File: src/rtl/iq_gen_hls_deadlock_monitor_param.sv
// Deadlock monitor for an HLS-generated iq_gen instance.
// Qualifies stream/instance stalls with a persistence counter, reports
// per-channel block codes, and keeps sticky first-source and stall-duration
// records for the top-level deadlock report.
module iq_gen_hls_deadlock_monitor_param #(
  parameter int NUM_AXIS = 4,
  parameter int NUM_INST = 1,
  parameter int FIELD_W  = 4,
  parameter int THRESH_W = 8,
  parameter int IDX_W    = (NUM_AXIS > 1) ? $clog2(NUM_AXIS) : 1
) (
  input  logic                        clock,
  input  logic                        reset_n,
  input  logic                        clear,
  input  logic [THRESH_W-1:0]         threshold,
  input  logic [NUM_AXIS-1:0]         axis_block_sigs,
  input  logic [NUM_INST-1:0]         inst_idle_sigs,
  input  logic [NUM_INST-1:0]         inst_block_sigs,
  output logic [NUM_AXIS*FIELD_W-1:0] axis_block_info,
  output logic                        block,
  output logic                        block_sticky,
  output logic                        first_valid,
  output logic                        first_is_inst,
  output logic [IDX_W-1:0]            first_axis,
  output logic [15:0]                 block_cycles
);

  logic                        inst_stall;
  logic                        raw;
  logic                        blk_nxt;
  logic [IDX_W-1:0]            low_idx;

  logic [THRESH_W-1:0]         cnt_q, cnt_d;
  logic                        block_q, block_d;
  logic [NUM_AXIS*FIELD_W-1:0] info_q, info_d;
  logic                        sticky_q, sticky_d;
  logic                        fv_q, fv_d;
  logic                        fi_q, fi_d;
  logic [IDX_W-1:0]            fa_q, fa_d;
  logic [15:0]                 cycles_q, cycles_d;

  // Raw stall detection: any stream blocked, or every instance parked with at least one blocked.
  always_comb begin
    inst_stall = (&(inst_block_sigs | inst_idle_sigs)) & (|inst_block_sigs);
    raw        = (|axis_block_sigs) | inst_stall;
    blk_nxt    = raw & (cnt_q >= threshold);
  end

  // Lowest blocked channel index, 0 when no channel is blocked.
  always_comb begin
    low_idx = '0;
    for (int i = NUM_AXIS - 1; i >= 0; i--) begin
      if (axis_block_sigs[i]) low_idx = IDX_W'(i);
    end
  end

  // Persistence counter, qualified block and per-channel info codes.
  always_comb begin
    cnt_d   = '0;
    if (raw) cnt_d = (cnt_q == '1) ? cnt_q : cnt_q + 1'b1;
    block_d = blk_nxt;
    info_d  = '0;
    for (int i = 0; i < NUM_AXIS; i++) begin
      if (axis_block_sigs[i])
        info_d[i*FIELD_W +: FIELD_W] = ~(FIELD_W'(1) << (i % FIELD_W));
    end
  end

  // Sticky, first-source capture and stall statistics; clear has priority.
  always_comb begin
    sticky_d = sticky_q;
    fv_d     = fv_q;
    fi_d     = fi_q;
    fa_d     = fa_q;
    cycles_d = cycles_q;
    if (block_q && (cycles_q != 16'hFFFF)) cycles_d = cycles_q + 16'd1;
    if (clear) begin
      sticky_d = 1'b0;
      fv_d     = 1'b0;
      fi_d     = 1'b0;
      fa_d     = '0;
      cycles_d = '0;
    end else if (blk_nxt) begin
      sticky_d = 1'b1;
      if (!fv_q) begin
        fv_d = 1'b1;
        fi_d = (axis_block_sigs == '0);
        fa_d = low_idx;
      end
    end
  end

  // State registers with asynchronous active-low reset.
  always_ff @(posedge clock or negedge reset_n) begin
    if (!reset_n) begin
      cnt_q    <= '0;
      block_q  <= 1'b0;
      info_q   <= '0;
      sticky_q <= 1'b0;
      fv_q     <= 1'b0;
      fi_q     <= 1'b0;
      fa_q     <= '0;
      cycles_q <= '0;
    end else begin
      cnt_q    <= cnt_d;
      block_q  <= block_d;
      info_q   <= info_d;
      sticky_q <= sticky_d;
      fv_q     <= fv_d;
      fi_q     <= fi_d;
      fa_q     <= fa_d;
      cycles_q <= cycles_d;
    end
  end

  // Info fields are only visible while the qualified block is asserted.
  always_comb begin
    axis_block_info = block_q ? info_q : '0;
    block           = block_q;
    block_sticky    = sticky_q;
    first_valid     = fv_q;
    first_is_inst   = fi_q;
    first_axis      = fa_q;
    block_cycles    = cycles_q;
  end

endmodule
File: config.mk
export PLATFORM = sky130hd
export DESIGN_NAME = iq_gen_hls_deadlock_monitor_param
export DESIGN_NICKNAME = d
export VERILOG_FILES = /design/src/rtl/iq_gen_hls_deadlock_monitor_param.sv
export SDC_FILE = /design/constraint.sdc
export NUM_CORES = 1
export LEC_CHECK = 0
export BUFFER_PORTS_ARGS = -buffer_cell sky130_fd_sc_hd__buf_2
export CORE_ASPECT_RATIO = 1.75
export CORE_MARGIN = 10
export CORE_UTILIZATION = 52
export CTS_CLUSTER_SIZE = 40
export DETAILED_ROUTE_END_ITERATION = 6
export GPL_TIMING_DRIVEN = 0
export MAX_ROUTING_LAYER = met4
export PLACE_DENSITY = 0.8
export SLEW_MARGIN = 20
export SYNTH_ARGS = -nofsm -noshare
export SYNTH_HDL_FRONTEND = slang
export SYNTH_SLANG_ARGS = --single-unit
File: constraint.sdc
create_clock -name clock -period 2.8 [get_ports clock]
set_clock_uncertainty 0.2 [all_clocks]
set_input_delay 0.42 -clock clock [delete_from_list [all_inputs] [get_ports clock]]
set_output_delay 0.42 -clock clock [all_outputs]
set_load 0.05 [all_outputs]
# After elaboration in Yosys (flattened, before gate mapping)
# Index checks and enable logic that the tools add are counted.
# totals
register_bits	45
wordCells	45
# op_classes
magnitude_cmp	1
n_addsub	2
bitwise	4
mux	21
n_reduce_logical	6
n_eq_ne	4
# ops
operator	n
16-bit 2-to-1 mux	3
16-bit by 1-bit adder with 16-bit output (second input constant)	1
8-bit 2-to-1 mux	2
16-bit != test (second input constant)	1
2-bit 2-to-1 mux	7
4-bit 2-to-1 mux	3
8-bit by 1-bit adder with 8-bit output (second input constant)	1
8-bit == test (second input constant)	1
8-bit greater-or-equal comparator	1
1-bit 2-to-1 mux	5
4-bit zero test	1
2-bit != test (second input constant)	2
2-bit nonzero test	2
4-bit OR reduction	1
3-bit 2-to-1 mux	1
1-bit bitwise AND	2
1-bit OR	2
2-bit AND reduction	1
1-bit logical AND	1

# Longest topological paths before layout
# Gate-level depths: netlist (run 1).
# depth
ltp_word	7
depth_mapped	7
depth_no_buf	7

# Worst setup path before layout (run 1)
# OpenSTA, ideal clock, no wires.
# synth_timing
kind	reg-to-output
from	register block_q (netlist: block)
to	output axis_block_info[11]
slack_ps	494
t_required_ps	2180
n_path_buf	2
stages_incl_launch_ff	4
t_arrival_ps	1686
path_cell_list	dfrtp_1 > clkbuf_1 > and2_1 > buf_4
# synth_via
elab_chain_cells	1
# synth_rtl
element	line	source
from (decl)	34	logic block_q, block_d;
from (signal assigned)	106	block_q <= block_d;
16-bit 2-to-1 mux	118	axis_block_info = block_q ? info_q : '0;
to (decl)	19	output logic [NUM_AXIS*FIELD_W-1:0] axis_block_info,
# Every way passes these cells.

# Worst setup path in the final report (run 1)
# layout_timing
from	register cnt_q[0]
to	register fi_q (netlist: first_is_inst)
# layout_via
elab_chain_cells	4
# layout_rtl
element	line	source
from (decl)	33	logic [THRESH_W-1:0] cnt_q, cnt_d;
from (signal assigned)	105	cnt_q <= cnt_d;
8-bit greater-or-equal comparator	46	blk_nxt = raw & (cnt_q >= threshold);
1-bit bitwise AND	46	
2-bit nonzero test (no line)	-	
2-bit AND reduction (no line)	-	
to (signal assigned)	110	fi_q <= fi_d;
to (decl)	38	logic fi_q, fi_d;
# Every way passes these cells.
# A chain may end at the register's enable or synchronous reset.

==> results by group, run 1 <==
Clocking
  • Post-CTS setup buffer count: 0
  • Max clock buf depth: 2
  • Post_cts resized: 0
  • Clock sinks: 33
  • TritonCTS Buffers: 5
  • CTS H-tree lvls: 2
  • Root buf cell: clkbuf_8
  • CTS clk-pin slew, worst paths: 0.07 ns
  • CTS tree: yes
  • Clock latency on the worst-skew pair: 0.28 ns
  • Hold buffers post-CTS: 0

Pwr
  • Sw Ratio: 0.417
  • P_leak: around 1.3 nW
  • Sw Pwr: 0.000815 W
  • Clk pwr share: 0.233
  • Comb pwr share: 0.422
  • Flop pwr share: 0.345
  • Max IR drop VDD: 0.580 mV
  • P per Cell Area: 838 nW/µm²
  • Pint: 0.00114 W

Synthesis
  • Synth warnings: 0
  • Compound-cell area share of the yosys netlist: 0.0880
  • Mux share of post-synthesis cell area: 0.0388
  • Yosys top cell by area: dfrtp_1
  • Yosys reg bits: 33
  • Number of flops mapped to enable cells by yosys: 0
  • Sequential fraction of the synthesis area: 0.434
  • Mapped Avg Cell Area: between 9 and 10 µm²
  • Main synth FF type: dfrtp_1
  • Cell variety after synth: 36
  • Synth Area in Adders: 0.0657
  • Post-Synth Simple-Gate Area: 0.217
  • Top-area cell type share of the netlist area: 0.434
  • Main combinational cell family by area after synthesis: simple AND/OR/NAND/NOR gates
  • Xor/xnor share of the synthesized area: 0.0736
  • Fraction of registers with async set/reset: 1.00
  • Cells after Synth: between 150 and 200
  • Most area-consuming cells after synthesis: dfrtp_1 43%, ha_1 6.6%, xor2_1 6.0%, nor2_1 5.9%, buf_4 5.1%
  • Cell Area, Synth: about 1900 µm²

Critical path
  • WS Path Type: flop to flop
  • Critical Path RT: 2.77 ns
  • Worst setup EP type: flop
  • CP Launch Point: cnt_q[0]
  • Worst setup SP type: flop
  • Cells on worst reg2reg path: 7
  • Slowest stage cell on the critical path: dfrtp_1
  • Max FO, Critical Path: 3
  • Worst setup path endpoint: first_is_inst
  • Arrival @ worst endpoint: 2.28 ns
  • Slowest stage delay, CP: 0.39 ns
  • Critical-path cell list: inv_1, ha_1, nand2b_1, a2111oi_0, nor3_1, o21ai_2, mux2_2
  • Reg-to-reg endpoint: first_is_inst
  • FF-to-FF Start: cnt_q[0]
  • FF-to-FF setup slack: a little under 0.5 ns

Timing
  • Slew Limit Fails: 0
  • Fin Setup TNS: 0 ns
  • RSZ-0062 raised after global routing: no
  • Worst slew margin: 0.513
  • Hold Vio Cnt, Final: 7
  • Final setup violation count: 0
  • Achievable Freq: 433 MHz
  • Fin Hold WS: -0.00952 ns
  • Final Cycle Share: 0.825
  • Worst slew pin tran: 0.731 ns
  • Post-layout minimum cycle time: 2.31 ns

Global routing
  • Gr usage total: 0.142
  • Largest net degree at the start of global routing: 34
  • Total grt overflow: 0
  • Initial antenna violation count: 0
  • First-pass GRT wire length: about 7.3 mm
  • Vias in the first global route: ~1600

Final layout
  • Filler Cell Count: 316
  • Diode count: 0
  • Area Growth Syn to Fin: 22.6%
  • Share of cells above drive strength 1: 0.301
  • Final Instance Area: 2330 µm²
  • Non-filler cells, final: 305
  • Nets: 285

Floorplan
  • IO Count: 55
  • Die area: 6580 µm²
  • Row count: 29
  • Core footprint: about 3600 µm²
  • Die width: 65.7 µm
  • Starting Density: 0.530
  • Chip height: 100 µm

Route
  • Final wirelength: ~4.3 mm
  • DR pass1 iterations: 5
  • Vias per cell: 5.23
  • Post-DR wirelength/cell: 14.1 µm
  • Total number of vias: about 1600
  • Post-DRT Antenna Nets: 0
  • Initial drt markers: 50
  • DRC Markers: 0

Place
  • IO buf count: 49
  • Hpwl dp: 3.48 mm
  • Routability cong.: 0.812
  • Placed cell areas: 2220 µm²
  • Placed insts: about 300

Job
  • Max Cap Viol: 0

Run status
  • Status: complete, but fails checks
  • Failing checks: hold timing

Hold path
  • HP Class: input pin to asynchronous set/reset pin
-- flip-flops by register name (all words and copies together) (netlist names) --
| register | count |
|---|---|
| first_axis | 2 |
| first_valid | 1 |
| block | 1 |
| block_cycles | 16 |
| info_q | 4 |
| cnt_q | 8 |
| first_is_inst | 1 |
-- placed cells by master, fill, tap and decap left out, types with 5 or more instances in the layout --
cell type	n
and2_1	7
inv_1	11
nand2_1	8
nand4_1	5
xor2_1	13
clkbuf_1	5
nor3_1	8
buf_2	49
dfrtp_1	33
buf_4	13
ha_1	10
and3_1	5
clkbuf_8	6
nor2_1	30
nand3_1	7
-- critical path: cells and delay by family (launching register included) --
| kind | cells | cell delay, ns |
|---|---|---|
| compound gates | 2 | 0.62 |
| buf+inv | 1 | 0.08 |
| mux | 1 | 0.36 |
| simple gates | 2 | 0.28 |
| fa+ha+maj | 1 | 0.26 |
| flops | 1 | 0.39 |
-- Yosys cell counts, types with 2 or more instances --
master and n:
and2_1 7, clkbuf_1 4, o21ai_2 2, ha_1 10
mux2_2 3, inv_1 11, and3_1 5, o2111ai_1 2
buf_4 13, a31oi_1 2, mux2i_1 4, nor2b_1 3
a21oi_1 3, xor2_1 13, xnor2_1 3, nand2_1 8
o21ai_0 3, nand2b_1 2, and4_1 4, nor2_1 30
o211ai_1 3, nor3_1 8, nand4_1 5, dfrtp_1 33
nand3_1 7
-- cell families (layout without fill, tap and decap cells) --
logic type,count (synthesis),after routing
compound gates,23,23
xor+xnor,16,16
fa+ha+maj,10,10
buf+inv,28,85
flops,33,33
mux,7,7
other cells,1,4
simple gates,81,81
-- worst min path at each step --
stage	from	endpoint	slack (ns)	depth (start not counted)
finish	reset_n	block_cycles[0]	-0.01	1
global route	reset_n	cnt_q[6]	0.06	1
CTS	reset_n	block_cycles[0]	0.02	1
detailed placement	reset_n	block_cycles[0]	0.32	1
global placement	reset_n	info_q[13]	0.32	1
floorplan	reset_n	block	-0.08	0
-- final cells by class --
class                      instances  area [µm²]  area share
timing repair buffer              49         245       0.105
sequential                        33         826       0.354
multi-input combinational        141         936       0.401
clock buffer                       7        86.3      0.0370
clock inverter                     1        30.0      0.0129
tap                               46        57.6      0.0247
inverter                          11        41.3      0.0177
buffer                            17         113      0.0482
-- metrics by stage --
| step | hold slack, ns | power, W | setup slack (ns) | utilization |
|---|---|---|---|---|
| 6_report | -0.00952 | 0.00196 | 0.490 | 0.650 |
| 5_1_grt | 0.0570 | 0.00209 | 0.274 | 0.650 |
| 4_1_cts | 0.0158 | 0.00198 | 0.463 | 0.650 |
| 3_5_place_dp | 0.317 | 0.00152 | 0.400 | 0.618 |
| 3_3_place_gp | 0.320 | 0.00149 | 0.421 | 0.618 |
| 2_1_floorplan | -0.0756 | 0.00132 | 0.494 | - |
-- metal layers --
metal | share of wire | track usage | vias to the layer above
li1 | - | - | 793
met1 | 0.36 | 0.130 | 740
met2 | 0.55 | 0.255 | 51
met3 | 0.069 | 0.0502 | 10
met4 | 0.021 | 0.0579 | 0
met5 | 0 | - | -
-- power groups by stage --
stage                     sequential, W  clock, W  combinational, W
after floorplan                0.000752         0          0.000563
after global placement         0.000680         0          0.000811
after detailed placement       0.000684         0          0.000838
after CTS                      0.000675  0.000466          0.000840
after global routing           0.000690  0.000492          0.000905
final                          0.000676  0.000456          0.000826
Note: power is estimated with default switching activity, not from simulation.
==> run 2, diff against run 1 <==
--- a/config.mk
+++ b/config.mk
@@ -8,12 +8,12 @@
 export BUFFER_PORTS_ARGS = -buffer_cell sky130_fd_sc_hd__buf_2
 export CORE_ASPECT_RATIO = 1.75
 export CORE_MARGIN = 10
-export CORE_UTILIZATION = 52
+export CORE_UTILIZATION = 47
 export CTS_CLUSTER_SIZE = 40
 export DETAILED_ROUTE_END_ITERATION = 6
 export GPL_TIMING_DRIVEN = 0
 export MAX_ROUTING_LAYER = met4
-export PLACE_DENSITY = 0.8
+export PLACE_DENSITY = 0.76
 export SLEW_MARGIN = 20
 export SYNTH_ARGS = -nofsm -noshare
 export SYNTH_HDL_FRONTEND = slang
==> constraint.sdc (replaced) <==
create_clock -name clock -period 1.95 [get_ports clock]
set_clock_uncertainty 0.2 [all_clocks]
set_input_delay 0.2925 -clock clock [delete_from_list [all_inputs] [get_ports clock]]
set_output_delay 0.2925 -clock clock [all_outputs]
set_load 0.05 [all_outputs]
==> results by group, run 2 (same netlist as run 1, synthesis figures left out) <==
Global routing
  • Gr usage total: 0.142
  • Largest net degree at the start of global routing: 34
  • Initial antenna violation count: 0
  • Total grt overflow: 0
  • Vias in the first global route: ~1800
  • First-pass GRT wire length: 7.91 mm

Pwr
  • Tot Pwr: ~0.0031 W
  • P_leak: 1.35 nW
  • Pint: roughly 0.0018 W
  • Clk pwr share: 0.215
  • Flop pwr share: 0.312
  • P per Cell Area: 1180 nW/µm²
  • Sw Pwr: 0.00127 W
  • Sw Ratio: 0.413
  • Comb pwr share: 0.473
  • Max IR drop VDD: 0.850 mV

Hold path
  • HP Class: input pin to flop

Timing
  • Final Cycle Share: 1.04
  • Slew Limit Fails: 0
  • Final setup violation count: 2
  • RSZ-0062 raised after global routing: yes
  • Achievable Freq: 494 MHz
  • Post-layout minimum cycle time: between 2 and 2.5 ns
  • Worst slew margin: 0.520
  • Worst slew pin tran: 0.719 ns
  • Hold Vio Cnt, Final: 0
  • Fin Hold WS: approximately 0.15 ns
  • Setup WS post-layout: -0.0747 ns

Final layout
  • Commonest non-fill, non-tap cell in the layout: buf_2
  • Non-filler cells, final: 320
  • Most frequent cells in the layout: 48 x buf_2, 30 x nor2_1, 22 x buf_4, 22 x dfrtp_1, 13 x xor2_1
  • Diode count: 0
  • Area Growth Syn to Fin: 36.7%
  • Number of flip-flops in the largest register: 16
  • Nets: 298
  • Share of cells above drive strength 1: 0.426

Route
  • Total number of vias: 1685
  • DRC Markers: 0
  • Post-DRT Antenna Nets: 0
  • Vias per cell: 5.27
  • Final wirelength: approximately 4.7 mm
  • DR pass1 iterations: 4
  • Post-DR wirelength/cell: approximately 15 µm
  • Initial drt markers: 33

Clocking
  • Clock latency on the worst-skew pair: 0.29 ns
  • Max clock buf depth: 2
  • CTS clk-pin slew, worst paths: around 0.070 ns
  • Root buf cell: clkbuf_8
  • CTS H-tree lvls: 2
  • CTS tree: yes
  • Clock sinks: 33
  • TritonCTS Buffers: 5

Critical path
  • Critical Path RT: 1.93 ns
  • Max FO, Critical Path: 3
  • Arrival @ worst endpoint: ~2.0 ns
  • Worst setup EP type: flop
  • WS Path Type: flop to flop
  • Worst setup SP type: flop

Place
  • IO buf count: between 40 and 50
  • Dpl ws: -0.165 ns
  • Placed insts: 299
  • Hpwl dp: 3.59 mm
  • Routability cong.: 0.787

Floorplan
  • Core footprint: 3900 µm²
  • Row count: 30
  • Starting Density: 0.488
  • Die width: 68.1 µm
  • IO Count: 55
  • Chip height: 104 µm
  • Die area: 7100 µm²

Run status
  • Status: complete, but fails checks
  • Failing checks: setup timing

Job
  • Max Cap Viol: 0
[run 2: what timing repair did]
item,4_1_cts,5_1_grt
resized for setup,2,11
endpoints found under the setup margin,16,20
cloned,0,1
endpoints found under the hold margin,37,0
pin swaps,2,5
hold buffers,5,0
buffers inserted,3,5
[run 2: layout make-up]
type | instances | area [µm²]
plain buffers | 16 | 110
clock buffers | 7 | 86.3
clock inverters | 1 | 30.0
fillers | 329 | 1300
inverters | 11 | 41.3
multi-input cells | 142 | 1070
flip-flops and latches | 33 | 840
well taps | 48 | 60.1
repair buffers | 62 | 360
[run 2: final timing paths]
| path | start | endpoint | slack, ns | cells past startpoint |
|---|---|---|---|---|
| min in group asynchronous | reset_n | block_cycles[0] | 0.40 | 2 |
| worst min-delay path | axis_block_sigs[0] | first_axis[1] | 0.15 | 4 |
| worst max register to register | cnt_q[5] | first_axis[0] | -0.07 | 6 |
| worst max-delay path | cnt_q[5] | first_axis[0] | -0.07 | 6 |
| worst min register to register | block_cycles[13] | block_cycles[13] | 0.36 | 2 |
| max in group asynchronous | reset_n | block_cycles[4] | 0.65 | 2 |
[run 2: per-stage QoR]
stage	TNS (ns)	util	instance area (µm²)
after floorplan	-0.120	-	2010
after global placement	-0.307	0.594	2320
after detailed placement	-0.395	0.594	2320
after CTS	-0.367	0.644	2510
after global routing	-0.534	0.667	2600
final	-0.148	0.667	2600
[run 2: power by group through the flow]
stage | Clock [W] | Combinational, W | Sequential, W
after global routing | 0.000696 | 0.00159 | 0.000979
after CTS | 0.000671 | 0.00137 | 0.000966
after detailed placement | 0 | 0.00130 | 0.000987
final | 0.000661 | 0.00146 | 0.000961
after global placement | 0 | 0.00126 | 0.000983
after floorplan | 0 | 0.000908 | 0.00109
[run 2: routing by layer]
layer,vias to the layer above,global-route usage,wire [µm]
met1,818,0.133,1650
met2,43,0.263,2700
met5,-,-,0
li1,816,-,-
met4,0,0.0462,74
met3,8,0.0334,273
[run 2: critical path, cell delays in order (launching register included)]
cell,delay (ns)
dfrtp_1,0.40
ha_1,0.30
a21o_2,0.19
a21oi_1,0.16
nand2_1,0.13
o21ai_4,0.23
mux2_4,0.32
==> run 3, diff against run 2 <==
==> constraint.sdc (replaced) <==
create_clock -name clock -period 1.8 [get_ports clock]
set_clock_uncertainty 0.2 [all_clocks]
set_input_delay 0.27 -clock clock [delete_from_list [all_inputs] [get_ports clock]]
set_output_delay 0.27 -clock clock [all_outputs]
set_load 0.05 [all_outputs]
==> results by group, run 3 (same netlist as run 1, synthesis figures left out) <==
Critical path
  • Worst setup path endpoint: first_is_inst
  • Critical Path RT: 1.77 ns
  • Reg-to-reg endpoint: first_is_inst
  • Cell family with most CP delay: compound AO/OA/AOI/OAI gates
  • Worst setup EP type: flop
  • Critical-path cell list: inv_2, ha_4, nand2b_4, a2111oi_4, nor3_2, o21ai_2, mux2_4
  • FF-to-FF Start: cnt_q[0]
  • FF-to-FF setup slack: -0.24 ns
  • Arrival @ worst endpoint: 2.00 ns
  • CP Launch Point: cnt_q[0]
  • Stages on worst setup path: 7
  • Slowest stage cell on the critical path: dfrtp_1
  • WS Path Type: flop to flop
  • Cells on worst reg2reg path: 7
  • Slowest stage delay, CP: 0.39 ns
  • Max FO, Critical Path: 3
  • Worst setup SP type: flop
  • CP bufs+invs: 1

Run status
  • Status: complete, but fails checks
  • Failing checks: setup timing

Clocking
  • CTS H-tree lvls: 2
  • Clock sinks: 33
  • Max clock buf depth: 2
  • Root buf cell: clkbuf_8
  • CTS tree: yes
  • Clock latency on the worst-skew pair: 0.28 ns
  • TritonCTS Buffers: 5
  • CTS clk-pin slew, worst paths: 0.06 ns

Hold path
  • HP Class: input pin to flop

Route
  • Post-DRT Antenna Nets: 0
  • Post-DR wirelength/cell: 14.9 µm
  • Vias per cell: 5.29
  • Final wirelength: between 4 and 5 mm
  • DR pass1 iterations: 4
  • DRC Markers: 0
  • Initial drt markers: 76
  • Total number of vias: 1731

Final layout
  • Area Growth Syn to Fin: 44.0%
  • Multi-input gate area: roughly 1100 µm²
  • Nets: 305
  • Filler Cell Count: between 300 and 400
  • Number of flip-flops in the largest register: 16
  • Diode count: 0
  • Commonest non-fill, non-tap cell in the layout: buf_2
  • FF+latch area: around 840 µm²
  • Final Instance Area: 2740 µm²
  • Utilization after layout: 0.703
  • Non-filler cells, final: 327
  • Most frequent cells in the layout: 41 x buf_2, 30 x nor2_1, 29 x buf_4
  • Share of cells above drive strength 1: 0.477

Pwr
  • Clk pwr share: 0.184
  • Sw Pwr: 0.00141 W
  • Pint: 0.00191 W
  • P_leak: 1.39 nW
  • Flop pwr share: 0.319
  • Max IR drop VDD: 1.07 mV
  • Sw Ratio: 0.424
  • Comb pwr share: 0.497
  • P per Cell Area: roughly 1200 nW/µm²

Floorplan
  • Die area: 7100 µm²
  • Starting Density: 0.488
  • Row count: 30
  • Die width: 68.1 µm
  • Chip height: ~100 µm
  • Core footprint: 3900 µm²
  • IO Count: 55

Timing
  • Worst slew pin tran: 0.723 ns
  • Post-layout minimum cycle time: 2.04 ns
  • Worst slew margin: 0.518
  • RSZ-0062 raised after global routing: yes
  • Slew Limit Fails: 0
  • Final setup violation count: 4
  • Fin Setup TNS: -0.696 ns
  • Setup WS post-layout: -0.236 ns
  • Final Cycle Share: 1.13
  • Achievable Freq: 491 MHz
  • Hold Vio Cnt, Final: 0

Global routing
  • Gr usage total: 0.141
  • Initial antenna violation count: 0
  • First-pass GRT wire length: 7.79 mm
  • Total grt overflow: 0
  • Vias in the first global route: ~1700
  • Largest net degree at the start of global routing: 34

Place
  • IO buf count: 49
  • Routability cong.: about 0.80
  • Hpwl dp: 3.54 mm
  • Placed insts: 299
  • Placed cell areas: 2380 µm²
  • Dpl ws: -0.305 ns

Job
  • Max Cap Viol: 0
## run 3: power by group through the flow
stage	sequential, W	clock [W]	combinational (W)
after floorplan	0.00118	0	0.00100
after global placement	0.00108	0	0.00139
after detailed placement	0.00108	0	0.00142
after CTS	0.00105	0.000626	0.00157
after global routing	0.00108	0.000668	0.00181
final	0.00106	0.000611	0.00165
## run 3: worst min path at each step
stage | to | depth (start not counted) | start
floorplan | block | 0 | reset_n
global route | first_axis[1] | 3 | clear
finish | first_axis[1] | 4 | axis_block_sigs[0]
detailed placement | block_cycles[14] | 1 | reset_n
global placement | block_cycles[2] | 1 | reset_n
CTS | first_axis[1] | 4 | axis_block_sigs[0]
## run 3: area by class of cell
cell class | count | area share
Inverter | 11 | 0.0151
Sequential cell | 33 | 0.307
Multi-Input combinational cell | 142 | 0.412
Clock inverter | 1 | 0.00182
Buffer | 17 | 0.0452
Clock buffer | 7 | 0.0351
Timing Repair Buffer | 68 | 0.161
Tap cell | 48 | 0.0219
## run 3: timing repair
item / in CTS / in global routing
buffers inserted: 6 / 8
endpoints found under the hold margin: 37 / 0
gates cloned: 1 / 0
pin swaps: 6 / 5
endpoints found under the setup margin: 29 / 23
hold buffers: 5 / 0
gates resized for setup: 5 / 24
## run 3: worst min-delay path: cells and delay by family
kind,cells,cell delay [ns]
buffers and inverters,1,0.11
and+or+nand+nor,1,0.04
AOI/OAI and AO/OA,1,0.07
muxes,1,0.07
## run 3: layer usage
metal / GRT usage / share of wire / vias up
li1: - / - / 831
met1: 0.139 / 0.35 / 839
met2: 0.256 / 0.58 / 51
met3: 0.0302 / 0.055 / 10
met4: 0.0448 / 0.011 / 0
met5: - / 0 / -
## run 3: per-stage QoR
stage | total power [W] | hold slack (ns)
finish | 0.00332 | 0.128
global route | 0.00356 | 0.162
CTS | 0.00324 | 0.133
detailed placement | 0.00250 | 0.171
global placement | 0.00246 | 0.161
floorplan | 0.00219 | -0.226
